<file path="config.mk">
export PLATFORM = sky130hd
export DESIGN_NAME = reg_wb_arbiter
export DESIGN_NICKNAME = d
export VERILOG_FILES = /design/src/rtl/reg_wb_arbiter.sv
export SDC_FILE = /design/constraint.sdc
export NUM_CORES = 1
export LEC_CHECK = 0
export CORE_MARGIN = 10
export CORE_UTILIZATION = 54
export CTS_BUF_LIST = sky130_fd_sc_hd__clkbuf_4 sky130_fd_sc_hd__clkbuf_8
export DETAILED_ROUTE_END_ITERATION = 10
export PLACE_DENSITY = 0.95
export RECOVER_POWER = 50
export REMOVE_ABC_BUFFERS = 1
export SYNTH_ARGS = -nofsm -noshare
export SYNTH_HDL_FRONTEND = slang
export SYNTH_SLANG_ARGS = --single-unit
</file>
<file path="constraint.sdc">
create_clock -name clk_i -period 4.5 [get_ports clk_i]
set_input_delay 0.45 -clock clk_i [delete_from_list [all_inputs] [get_ports clk_i]]
set_output_delay 0.45 -clock clk_i [all_outputs]
set_load 0.02 [all_outputs]
</file>
<file path="src/rtl/reg_wb_arbiter.sv">
// reg_wb_arbiter
// Merges the ALU and LSU write-back streams into the single registered write
// port of the register file, and flags in-flight writes for hazard stalls.
//
// Ports:
//   clk_i, rst_i             clock, asynchronous active-high reset
//   alu_valid_i/addr/data    single-cycle ALU write-back, always accepted
//   lsu_valid_i/ready_o      LSU write-back handshake (buffered in a FIFO)
//   lsu_addr_i/data_i        LSU destination and load data
//   rs1/rs2_addr_i           source registers read by issue
//   rs1/rs2_pend_o           a write to that source is still in flight
//   rd_wren_o/addr_o/data_o  registered register-file write port
module reg_wb_arbiter #(
  parameter int DEPTH  = 2,
  parameter int ADDR_W = 5,
  parameter int DATA_W = 32
) (
  input  logic              clk_i,
  input  logic              rst_i,
  input  logic              alu_valid_i,
  input  logic [ADDR_W-1:0] alu_addr_i,
  input  logic [DATA_W-1:0] alu_data_i,
  input  logic              lsu_valid_i,
  output logic              lsu_ready_o,
  input  logic [ADDR_W-1:0] lsu_addr_i,
  input  logic [DATA_W-1:0] lsu_data_i,
  input  logic [ADDR_W-1:0] rs1_addr_i,
  input  logic [ADDR_W-1:0] rs2_addr_i,
  output logic              rs1_pend_o,
  output logic              rs2_pend_o,
  output logic              rd_wren_o,
  output logic [ADDR_W-1:0] rd_addr_o,
  output logic [DATA_W-1:0] rd_data_o
);

  localparam int PTR_W = (DEPTH > 1) ? $clog2(DEPTH) : 1;
  localparam int CNT_W = $clog2(DEPTH + 1);

  logic [ADDR_W-1:0] mem_addr [DEPTH];
  logic [DATA_W-1:0] mem_data [DEPTH];

  logic [PTR_W-1:0]  wr_ptr_q, wr_ptr_d;
  logic [PTR_W-1:0]  rd_ptr_q, rd_ptr_d;
  logic [CNT_W-1:0]  cnt_q, cnt_d;
  logic              rd_wren_q, rd_wren_d;
  logic [ADDR_W-1:0] rd_addr_q, rd_addr_d;
  logic [DATA_W-1:0] rd_data_q, rd_data_d;

  logic              lsu_accept;
  logic              push;
  logic              pop;
  logic              alu_win;
  logic [PTR_W-1:0]  offset;
  logic              entry_vld;

  assign lsu_ready_o = (cnt_q != CNT_W'(DEPTH));
  assign lsu_accept  = lsu_valid_i && lsu_ready_o;
  // x0 beats are acknowledged but never stored: writing x0 is a no-op.
  assign push        = lsu_accept && (lsu_addr_i != '0);
  // ALU writes to x0 count as idle so the FIFO may drain that cycle.
  assign alu_win     = alu_valid_i && (alu_addr_i != '0);
  assign pop         = !alu_win && (cnt_q != '0);

  always_comb begin
    wr_ptr_d  = wr_ptr_q;
    rd_ptr_d  = rd_ptr_q;
    cnt_d     = cnt_q + CNT_W'(push) - CNT_W'(pop);
    rd_wren_d = alu_win || pop;
    rd_addr_d = rd_addr_q;
    rd_data_d = rd_data_q;
    if (push) begin
      wr_ptr_d = wr_ptr_q + PTR_W'(1);
    end
    if (alu_win) begin
      rd_addr_d = alu_addr_i;
      rd_data_d = alu_data_i;
    end else if (pop) begin
      rd_addr_d = mem_addr[rd_ptr_q];
      rd_data_d = mem_data[rd_ptr_q];
      rd_ptr_d  = rd_ptr_q + PTR_W'(1);
    end
  end

  always_ff @(posedge clk_i or posedge rst_i) begin
    if (rst_i) begin
      wr_ptr_q  <= '0;
      rd_ptr_q  <= '0;
      cnt_q     <= '0;
      rd_wren_q <= 1'b0;
      rd_addr_q <= '0;
      rd_data_q <= '0;
    end else begin
      wr_ptr_q  <= wr_ptr_d;
      rd_ptr_q  <= rd_ptr_d;
      cnt_q     <= cnt_d;
      rd_wren_q <= rd_wren_d;
      rd_addr_q <= rd_addr_d;
      rd_data_q <= rd_data_d;
    end
  end

  // Storage needs no reset: entries are only visible while counted by cnt_q.
  always_ff @(posedge clk_i) begin
    if (push) begin
      mem_addr[wr_ptr_q] <= lsu_addr_i;
      mem_data[wr_ptr_q] <= lsu_data_i;
    end
  end

  // An entry is live when its distance from the read pointer is below cnt.
  always_comb begin
    rs1_pend_o = rd_wren_q && (rd_addr_q == rs1_addr_i);
    rs2_pend_o = rd_wren_q && (rd_addr_q == rs2_addr_i);
    offset     = '0;
    entry_vld  = 1'b0;
    for (int i = 0; i < DEPTH; i++) begin
      offset    = PTR_W'(i) - rd_ptr_q;
      entry_vld = (CNT_W'(offset) < cnt_q);
      if (entry_vld && (mem_addr[i] == rs1_addr_i)) rs1_pend_o = 1'b1;
      if (entry_vld && (mem_addr[i] == rs2_addr_i)) rs2_pend_o = 1'b1;
    end
    if (rs1_addr_i == '0) rs1_pend_o = 1'b0;
    if (rs2_addr_i == '0) rs2_pend_o = 1'b0;
  end

  assign rd_wren_o = rd_wren_q;
  assign rd_addr_o = rd_addr_q;
  assign rd_data_o = rd_data_q;

endmodule

</file>
==> results of run 1 <==
==> power breakdown <==
part	switching, mW	leakage, nW	internal (mW)
Clock	0.406	0.185	0.437
Combinational	0.796	1.18	0.596
Sequential	0.162	1.19	1.45
==> flip-flops by register name, indices dropped and copies added, names as in the netlist <==
| register | flops |
|---|---|
| wr_ptr_q | 1 |
| rd_wren_o | 1 |
| cnt_q | 2 |
| rd_data_o | 32 |
| rd_ptr_q | 1 |
| rd_addr_o | 5 |
| mem_data | 64 |
| mem_addr | 10 |
==> worst register-to-register path: stages (launching register included) <==
cell	delay, ps
dfrtp_1	470
nand2b_1	170
o211ai_1	310
nor2_4	950
==> cell families after synthesis <==
| family | synth area share |
|---|---|
| simple gates | 0.0884 |
| flops | 0.664 |
| xor+xnor | 0.0622 |
| compound gates | 0.0866 |
| mux | 0.0752 |
| buf+inv | 0.0206 |
| fa+ha+maj | 0.00254 |
==> stage by stage <==
stage | hold WS, ps | utilization
5_1_grt | 578 | 0.754
2_1_floorplan | 468 | -
4_1_cts | 561 | 0.755
3_3_place_gp | 534 | 0.715
3_5_place_dp | 550 | 0.715
6_report | 550 | 0.755
==> synth_stat cells (all sizes together) <==
library cell and number:
a21o 1, a21oi 38, buf 6, clkbuf 14, dfrtp 42, edfxtp 74
ha 1, inv 2, mux2i 37, nand2 39, nand2b 2, nand3 1
nand4 4, nor2 42, nor2b 1, nor3 1, nor3b 1, nor4 3
o2111ai 1, o211ai 1, o21ai 38, o22a 1, o31a 1, or2 1
or3 2, or4 3, xnor2 26, xor2 9
==> how the worst max path moves through the flow <==
stage | to | start
finish | rd_data_o[18]$_DFFE_PP0P_ | alu_valid_i
global route | rd_data_o[18]$_DFFE_PP0P_ | alu_valid_i
CTS | rs1_pend_o | rs1_addr_i[1]
detailed placement | rs1_pend_o | rs1_addr_i[1]
global placement | rs1_pend_o | rs1_addr_i[1]
floorplan | cnt_q[1]$_DFF_PP0_ | cnt_q[1]$_DFF_PP0_
==> routing by layer <==
metal | up-vias | global-route usage | share of wire
li1 | 1667 | - | -
met1 | 1713 | 0.190 | 0.38
met2 | 123 | 0.325 | 0.54
met3 | 14 | 0.0625 | 0.070
met4 | 0 | 0.0693 | 0.012
met5 | - | 0 | 0
==> area by class of cell <==
| type | count | area [sq um] | share of cell area |
|---|---|---|---|
| Antenna cell | 2 | 5.00 | 0.000753 |
| Tap cell | 108 | 135 | 0.0203 |
| Inverter | 2 | 7.51 | 0.00113 |
| Timing Repair Buffer | 131 | 1300 | 0.196 |
| Clock inverter | 14 | 115 | 0.0173 |
| Clock buffer | 18 | 241 | 0.0363 |
| Multi-Input combinational cell | 254 | 1570 | 0.236 |
| Sequential cell | 116 | 3270 | 0.493 |
==> results_dict.tcl, run 1 <==
set metrics [dict create \
    outcome "complete, but fails checks" \
    violations "max-capacitance violations, max-slew violations" \
    area_delta_synth_final_pct 34.9 \
    rr_worst_depth 3 \
    worstPathRequired_ps 4640 \
    period_share 0.764 \
    die_y_microns 116 \
    final-hold-violation-count 0 \
    dp_hpwl_microns 8520 \
    numCtsBuffers 17 \
    numClockSinks 116 \
    cp_top_family "buffers and inverters" \
    whs_endpoint "rd_data_o[20]$_DFFE_PP0P_" \
    grt_max_degree 72 \
    clock_skew_ps 14.9 \
    synth.ff_latch_count 116 \
    crit-reg2reg-launch "cnt_q[0]$_DFF_PP0_" \
    hold_buffers 0 \
    dr.pass1.iters 5 \
    arrival_ps 3580 \
    antenna_found_initial 1 \
    drive_above_1_share 0.0766 \
    dp.cells 611 \
    wirelength_microns 12000 \
    syn_inst 392 \
    r2r_end "mem_data[0][3]$_DFFE_PP_" \
    fp.dieW_microns 116 \
    design.die.area_sq_um 13300 \
    cellLeakagePower_nw 2.56 \
    clk_latency_ps 410 \
    finalSetupViolCount 0 \
    initial_core_util 0.559 \
    nets 611 \
    hp-start "rd_data_o[20]$_DFFE_PP0P_" \
    setup_ws_ps 1060 \
    rsz0062_at_grt "false" \
    clkTransAtPathRegs_ps 70 \
    yosysWarnings 0 \
    final_area_sq_um 6650 \
    cts_tree "yes" \
    drt_iter0_drc 218 \
    gp_congestion 0.922 \
    vias 3517 \
    worst-slew-pin-transition_ps 2610 \
    mostFrequentLayoutCells "clkdlybuf4s50_1, edfxtp_1, dlygate4sd3_1, dfrtp_1, nand2_1" \
    synth_cell_types 31 \
    crit_chain "dlygate4sd3_1 > o31a_2 > clkbuf_1 > o21ai_0" \
    worstHoldPathCells 2 \
    synth_top_area_share 0.451 \
    hp-class "register to register" \
    portBuffers 128 \
    grt_use_total 0.181 \
    slowest_delay_ps 1850 \
    synth_area_leaders "edfxtp_1, dfrtp_1, mux2i_1" \
    grt_pass1_vias 3866 \
    crit_cells 4 \
    final_cells 645 \
    path_class "input port to register" \
    cts_buffer_depth 2 \
    ys_seq_area_frac 0.664 \
    path_max_fanout 71 \
    rows 34 \
    fillers 564 \
    wl_per_cell_microns 18.5 \
    period_minus_slack_ps 3440 \
    yosysTopAreaCell "edfxtp_1" \
    maxSlewHeadroom -0.741 \
    rrSetupSlack_ps 2200 \
    drtAntennaViolNets 0 \
    gr-total-overflow 0 \
    power_mw 3.85 \
    fp.coreArea_sq_um 8810 \
    maxCapViolations 2 \
    path_buf_inv 2 \
    cts.repair.resized 0 \
    max_freq_ghz 0.291 \
    setup_tns_ps 0 \
    cp-end-kind "register" \
    post_cts_buffers 0 \
    slew_violations 115 \
    h-tree-depth 4 \
    io_pins 129 \
    startpoint_type "input port" \
    cts_root_buf "clkbuf_8" \
    viasPerCell 5.45 \
    placedInstanceArea_sq_um 6300 \
    ir_worst_vdd_mv 0.368 \
    place_ws_ps 1430 \
    drc 0 \
    p_per_area_nw_per_um2 579 \
    syn_avg_cell_area_sq_um 12.6 \
    grt_pass1_wl_microns 18900 \
    slowest_stage "clkbuf_1" \
    syn_area_sq_um 4930 \
]
No activity file was read; power rests on OpenSTA's default activity.
==> run 2: changes to the inputs <==
- CORE_UTILIZATION: 54 -> 45
- PLACE_DENSITY: 0.95 -> 0.86
- clock period: 4.5 -> 2.9 ns (I/O delays scaled with it)
==> run 2 against run 1 <==
The run still ends with max-capacitance violations, max-slew violations left. Sequential cell count unchanged. Clock skew down 2.6 ps. First-iteration DRC count down 36%. Sequential share of layout area down 1.2 points. Register-to-register slack worse by 1300 ps. Utilization down 12 points. Sequential power up 55%. Final area up 2.6%. Critical endpoint is now rs1_pend_o. Largest power group unchanged. Highest routed layer unchanged.
==> results_dict.tcl, run 2 (same netlist as run 1, synthesis figures left out) <==
set metrics [dict create \
    cp-end-kind "output pin" \
    design.die.area_sq_um 15500 \
    drt_iter0_drc 139 \
    clk_latency_ps 420 \
    drc 0 \
    period_share 0.929 \
    mostFrequentLayoutCells "edfxtp_1, clkdlybuf4s50_1, dlygate4sd3_1, dfrtp_1, nand2_1" \
    grt-busiest-layer "met2" \
    area_delta_synth_final_pct 38.4 \
    io_pins 129 \
    grt_pass1_wl_microns 19800 \
    gr-total-overflow 0 \
    rows 38 \
    drtAntennaViolNets 0 \
    largest_reg_flops 64 \
    viasPerCell 5.16 \
    dp_hpwl_microns 9100 \
    crit_chain "clkdlybuf4s50_1 > or4_1 > nor2_2 > nor4_1 > or3_1 > clkdlybuf4s50_1" \
    final_area_sq_um 6820 \
    cts.repair.resized 0 \
    clkTransAtPathRegs_ps 70 \
    path_class "input port to output pin" \
    max_freq_ghz 0.371 \
    numClockSinks 116 \
    power_mw 6.22 \
    fp.coreArea_sq_um 10800 \
    slew_violations 43 \
    switching_share 0.336 \
    cts_buffer_depth 2 \
    path_buf_inv 2 \
    portBuffers 128 \
    initial_core_util 0.456 \
    drive_above_1_share 0.0938 \
    final_common_cell "edfxtp_1" \
    gp_congestion 0.875 \
    post_cts_buffers 0 \
    setup_ws_ps 206 \
    power_switching_mw 2.09 \
    outcome "complete, but fails checks" \
    ir_worst_vdd_mv 0.502 \
    die_y_microns 125 \
    grt_max_degree 72 \
    violations "max-capacitance violations, max-slew violations" \
    slowest_stage "or4_1" \
    power_frac_comb 0.354 \
    use_met2 0.272 \
    regMostFlops "mem_data" \
    grt_pass1_vias 3878 \
    cellLeakagePower_nw 2.64 \
    p_clk_frac 0.244 \
    worst-slew-pin-transition_ps 1790 \
    cts_tree "yes" \
    slowest_delay_ps 550 \
    nets 620 \
    vias 3543 \
    holdWs_ps 425 \
    hold_buffers 0 \
    final-hold-violation-count 0 \
    finalSetupViolCount 0 \
    arrival_ps 2400 \
    pwr-share-seq 0.402 \
    path_max_fanout 3 \
    clock_skew_ps 12.3 \
    dr.pass1.iters 4 \
    dp.cells 652 \
    h-tree-depth 4 \
    wl_per_cell_microns 18.0 \
    rsz0062_at_grt "false" \
    p_per_area_nw_per_um2 912 \
    startpoint_type "input port" \
    wirelength_microns 12300 \
    antenna_found_initial 1 \
    maxSlewHeadroom -0.193 \
    p_int_mw 4.13 \
    hp-class "input port to register" \
    worstPathRequired_ps 2610 \
    numCtsBuffers 17 \
    place_ws_ps 211 \
    period_minus_slack_ps 2690 \
    grt_util_met1 0.173 \
    maxCapViolations 1 \
    cp_top_family "simple AND/OR/NAND/NOR gates" \
    grt_use_total 0.156 \
    fp.dieW_microns 125 \
    cts_root_buf "clkbuf_8" \
    fillers 802 \
    final_cells 686 \
    placedInstanceArea_sq_um 6400 \
    gr-usage-met3 0.0506 \
    cpMostUsedCell "clkdlybuf4s50_1" \
]
run 2: changes by cell type in the layout (fill, tap and decap cells not counted), sizes merged, moves of 2 or more:
| cell | previous run | this run |
|---|---|---|
| buf | 2 | 12 |
| dlygate4sd3 | 54 | 56 |
| clkdlybuf4s50 | 74 | 72 |
| clkinvlp | 2 | 0 |
| clkinv | 11 | 3 |
| clkbuf | 19 | 27 |
run 2: path summary, 6_finish.rpt:
| path | start | slack, ps | to | cells after the start |
|---|---|---|---|---|
| max in group asynchronous | rst_i | 850 | rd_ptr_q$_DFFE_PP0P_ | 2 |
| min in group asynchronous | rst_i | 890 | rd_data_o[13]$_DFFE_PP0P_ | 2 |
| min reg2reg | wr_ptr_q$_DFFE_PP0P_ | 560 | wr_ptr_q$_DFFE_PP0P_ | 1 |
| max | rs1_addr_i[1] | 210 | rs1_pend_o | 6 |
| min | alu_data_i[0] | 420 | rd_data_o[0]$_DFFE_PP0P_ | 3 |
| max reg2reg | cnt_q[1]$_DFF_PP0_ | 950 | cnt_q[1]$_DFF_PP0_ | 7 |
run 2: tightest hold or removal path: stages:
cell and delay (ps):
clkdlybuf4s50_1 390, nand2_1 50, o21ai_0 70
run 2: power groups by stage:
stage,clock network (mW),registers (mW),logic [mW]
3_3_place_gp,0,2.50,2.20
6_report,1.52,2.50,2.20
3_5_place_dp,0,2.53,2.27
4_1_cts,1.55,2.50,2.28
2_1_floorplan,0,2.79,1.05
5_1_grt,1.63,2.54,2.41
run 2: area by class of cell:
type                    count  area [sq um]  area share
diodes                      2          5.00    0.000734
clock buffers              27           340      0.0499
clock inverters             5          75.1      0.0110
inverters                   2          7.51     0.00110
multi-input cells         254          1570       0.230
flip-flops and latches    116          3270       0.480
well taps                 140           175      0.0257
repair buffers            140          1370       0.201
run 2: per-stage QoR:
| step | utilization | TNS, ps |
|---|---|---|
| 6_report | 0.632 | 0 |
| 5_1_grt | 0.631 | 0 |
| 4_1_cts | 0.632 | 0 |
| 3_5_place_dp | 0.593 | 0 |
| 3_3_place_gp | 0.593 | 0 |
| 2_1_floorplan | - | -20050 |
run 2: routing by layer:
metal	wire length, microns	vias to the layer above
met1	5000	1726
met3	763	18
met2	6350	119
li1	-	1680
met4	228	0
met5	0	-
